--- config.mk ---
export PLATFORM = sky130hd
export DESIGN_NAME = gray4_seq_monitor
export DESIGN_NICKNAME = d
export VERILOG_FILES = /design/src/rtl/gray4_seq_monitor.sv
export SDC_FILE = /design/constraint.sdc
export NUM_CORES = 1
export LEC_CHECK = 0
export ABC_CLOCK_PERIOD_IN_PS = 3000
export CAP_MARGIN = 25
export CORE_AREA = 2 2 41 43
export DETAILED_ROUTE_END_ITERATION = 16
export DIE_AREA = 0 0 43 45
export GPL_TIMING_DRIVEN = 0
export PLACE_DENSITY_LB_ADDON = 0.05
export SYNTH_ARGS = -nofsm -noshare
export SYNTH_HDL_FRONTEND = slang
export SYNTH_SLANG_ARGS = --single-unit
--- constraint.sdc ---
create_clock -name CLK -period 3 [get_ports CLK]
set_clock_uncertainty 0.2 [all_clocks]
set_input_delay 0.45 -clock CLK [delete_from_list [all_inputs] [get_ports CLK]]
set_output_delay 0.45 -clock CLK [all_outputs]
set_load 0.03 [all_outputs]
--- src/rtl/gray4_seq_monitor.sv ---
// Gray-code step monitor: converts a 4-bit gray count to binary and flags illegal steps.
// Define GRAY4MON_WCNT_EN to build the 8-bit saturating wrap counter; otherwise WCNT is tied to 0.
module gray4_seq_monitor (
  input  logic       CLK,
  input  logic       CDN,
  input  logic       G0,
  input  logic       G1,
  input  logic       G2,
  input  logic       G3,
  input  logic       SMP,
  input  logic       SKIP,
  input  logic       CLR,
  output logic       B0,
  output logic       B1,
  output logic       B2,
  output logic       B3,
  output logic       STEP,
  output logic       WRAP,
  output logic       ERR,
  output logic [7:0] WCNT
);

  localparam int unsigned W  = 4;
  localparam int unsigned CW = 8;

  logic [W-1:0] w_gray;
  logic [W-1:0] w_bin;
  logic [W-1:0] w_prev_inc;
  logic         w_chk;
  logic         w_step;
  logic         w_wrap;
  logic         w_bad;
  logic         w_err_nxt;

  logic [W-1:0] r_bin;
  logic         r_primed;
  logic         r_step;
  logic         r_wrap;
  logic         r_err;

  assign w_gray = {G3, G2, G1, G0};

  // Prefix-XOR from the MSB down gives the binary value.
  always_comb begin
    w_bin      = '0;
    w_bin[W-1] = w_gray[W-1];
    for (int i = W - 2; i >= 0; i--) begin
      w_bin[i] = w_bin[i+1] ^ w_gray[i];
    end
  end

  assign w_prev_inc = W'(r_bin + W'(1));
  assign w_chk      = SMP & r_primed & ~SKIP;
  assign w_step     = w_chk & (w_bin == w_prev_inc);
  assign w_wrap     = w_step & (r_bin == {W{1'b1}});
  assign w_bad      = w_chk & (w_bin != w_prev_inc) & (w_bin != r_bin);

  always_comb begin
    w_err_nxt = r_err | w_bad;
    if (CLR) begin
      w_err_nxt = 1'b0;
    end
  end

  always_ff @(posedge CLK or negedge CDN) begin
    if (!CDN) begin
      r_bin    <= '0;
      r_primed <= 1'b0;
      r_step   <= 1'b0;
      r_wrap   <= 1'b0;
      r_err    <= 1'b0;
    end else begin
      r_step <= w_step;
      r_wrap <= w_wrap;
      r_err  <= w_err_nxt;
      if (SMP) begin
        r_bin    <= w_bin;
        r_primed <= 1'b1;
      end
    end
  end

`ifdef GRAY4MON_WCNT_EN
  logic [CW-1:0] r_wcnt;
  logic [CW-1:0] w_wcnt_nxt;

  // Saturating wrap count; CLR wins over a same-edge increment.
  always_comb begin
    w_wcnt_nxt = r_wcnt;
    if (CLR) begin
      w_wcnt_nxt = '0;
    end else if (w_wrap && (r_wcnt != {CW{1'b1}})) begin
      w_wcnt_nxt = CW'(r_wcnt + CW'(1));
    end
  end

  always_ff @(posedge CLK or negedge CDN) begin
    if (!CDN) begin
      r_wcnt <= '0;
    end else begin
      r_wcnt <= w_wcnt_nxt;
    end
  end

  assign WCNT = r_wcnt;
`else
  assign WCNT = CW'(0);
`endif

  assign {B3, B2, B1, B0} = r_bin;
  assign STEP = r_step;
  assign WRAP = r_wrap;
  assign ERR  = r_err;

endmodule
==> results.toml <==
[worst_setup_path]
crit_family = "XOR/XNOR gates"
cp_max_fo = 7
setup.worst_path.start_class = "input port"
path_common_cell = "xnor2_2"
worstSetupPathType = "in -> reg"
cpPeakStageDelay_ns = 0.51
slowest_stage = "clkdlybuf4s50_1"
cp.arrival_ns = 2.37
path_buf_inv = 1
path_cells = "clkdlybuf4s50_1 > xnor2_2 > xnor2_2 > xnor2_1 > or4_4 > a22o_1"
timing.critical_path.required_ns = 2.94
end_kind = "register"

[clock_network]
clkTransAtPathRegs_ns = 0.05
cts_tree = "built"
cts_sinks = 8
clockBufferDepth = 2
cts_root_buffer = "clkbuf_4"
cts_resized = 0
ctsHoldBuffers = 0
htree_levels = 1
cts_setup_buffers = 0
cts_buffers = 3
clk_latency_ns = 0.25

[logic_synthesis]
synth_area_sq_um = 587
avgSynthCellArea_sq_um = 9.62
yosysSeqAreaShare = 0.341
postSynthCellCount = 61
ys_types = 27
yosys_warnings = 0
synth_seq_cells = 8

[global_routing]
use_met3 = 0.0640
grt_use_met2 = 0.203
grt_antenna_before_repair = 0
grt_busiest_layer = "met2"
overflow = 0
grtUsageMet1 = 0.132
grt_max_degree = 11
first_global_vias = 391
grt_pass1_wl_um = 1690
grt_usage = 0.123

[die]
num_io_pins = 24
die_area_sq_um = 1940
placement_rows = 14
chipHeight_um = 45
coreArea_sq_um = 1470
die_x_um = 43
start_util = 0.399

[pwr]
finalPower_mw = 0.384
p_sw_frac = 0.361
power.switching_mw = 0.139
leakagePower_nw = 0.337
powerDensity_nw_per_um2 = 489
combPwrFrac = 0.451
p_int_mw = 0.246
ir_drop_mv = 0.241
power_frac_seq = 0.340
pwr-share-clk = 0.209

[timing]
whs_ns = 0.276
fmax_ghz = 0.410
rsz0062_at_grt = "no"
finalHoldViolCount = 0
setup_ws_ns = 0.562
setup_violations = 0
fin_crit_sh = 0.813
tns_ns = 0
slew_viol_final = 0
post-route-min-period_ns = 2.44

[layout]
most-common-layout-cells = "clkdlybuf4s50_1, dfrtp_1, buf_4, conb_1, xnor2_1"
syn_to_final_growth_pct = 33.9
nFillCells = 142
final_common_cell = "clkdlybuf4s50_1"
multi_input_area_sq_um = 334
ff_latch_area_sq_um = 200
antenna_cells = 0
drive_gt1_frac = 0.226
nets = 96

[route]
vias = 465
first_iter_violations = 5
drc = 0
ant_nets = 0
vias_per_cell = 4.65
drt_first_pass_iters = 4
wl_um = 1000
wl_per_cell_um = 10.0

[place]
port_buffers = 13
gp_congestion = 0.849
dp_hpwl_um = 837
dpl_worst_slack_ns = 0.307

[job]
maxCapViolations = 0

[worst_hold_path]
hold_class = "in -> async"

[status]
status = "finished clean"
-- final timing paths --
path                       slack (ns)                   end  depth (start not counted)                  from
max                              0.56         ERR$_DFF_PN0_                          6                    G3
min                              0.28  r_bin[2]$_DFFE_PN0P_                          1                   CDN
max reg2reg                      0.79         ERR$_DFF_PN0_                          6  r_bin[1]$_DFFE_PN0P_
min reg2reg                      0.29  r_primed$_DFFE_PN0P_                          1  r_primed$_DFFE_PN0P_
max in group asynchronous        2.06        STEP$_DFF_PN0_                          1                   CDN
min in group CLK                 0.29  r_primed$_DFFE_PN0P_                          1  r_primed$_DFFE_PN0P_
-- through the flow --
stage	instance area [sq um]	utilization	std cells
after floorplan	613	-	68
after global routing	786	0.534	100
after detailed placement	763	0.519	97
after global placement	763	0.519	97
final	786	0.534	100
after CTS	786	0.534	100
-- Yosys cell counts --
library cell  number  area, sq um
buf_4              8         60.1
dfrtp_1            8          200
xnor2_1            6         52.6
nor2_1             4         15.0
a21oi_1            3         15.0
nand3_1            3         15.0
nand3b_1           3         22.5
xor2_1             3         26.3
clkbuf_1           2         7.51
mux2_2             2         22.5
or3_1              2         12.5
xnor2_2            2         32.5
a211oi_1           1         7.51
a22o_1             1         8.76
a31oi_1            1         6.26
clkbuf_4           1         7.51
conb_1             1         3.75
ha_1               1         12.5
inv_1              1         3.75
nand2_1            1         3.75
nand2b_1           1         6.26
nor2b_1            1         6.26
nor3_1             1         5.00
nor3_2             1         10.0
nor4_1             1         6.26
or2_2              1         6.26
or4_4              1         11.3
-- cells by family after synthesis --
group,count (synthesis),share of synthesized area
simple gates,20,0.205
buf+inv,12,0.134
xor+xnor,11,0.190
flops,8,0.341
compound gates,6,0.0640
mux,2,0.0384
fa+ha+maj,1,0.0213
other cells,1,0.00639
-- flip-flops by register name (all words and copies together) (netlist names) --
| register | cells |
|---|---|
| r_bin | 4 |
| ERR | 1 |
| STEP | 1 |
| WRAP | 1 |
| r_primed | 1 |
-- power by group through the flow --
stage	sequential, mW	clock, mW	combinational, mW
5_1_grt	0.133	0.0916	0.190
4_1_cts	0.131	0.0833	0.175
6_report	0.131	0.0805	0.173
2_1_floorplan	0.152	0	0.108
3_5_place_dp	0.132	0	0.174
3_3_place_gp	0.132	0	0.173
-- final cells by class --
| type | instances | share of cell area |
|---|---|---|
| multi-input cells | 48 | 0.425 |
| clock buffers | 3 | 0.0287 |
| well taps | 16 | 0.0255 |
| plain buffers | 11 | 0.0955 |
| inverters | 1 | 0.00478 |
| flip-flops and latches | 8 | 0.255 |
| repair buffers | 13 | 0.166 |
-- layer usage --
layer  vias up  part of all wire
met5         -                 0
met2        23              0.51
li1        238                 -
met1       204              0.38
met4         0                 0
met3         0              0.11
Power figures use the tool's default switching activity.
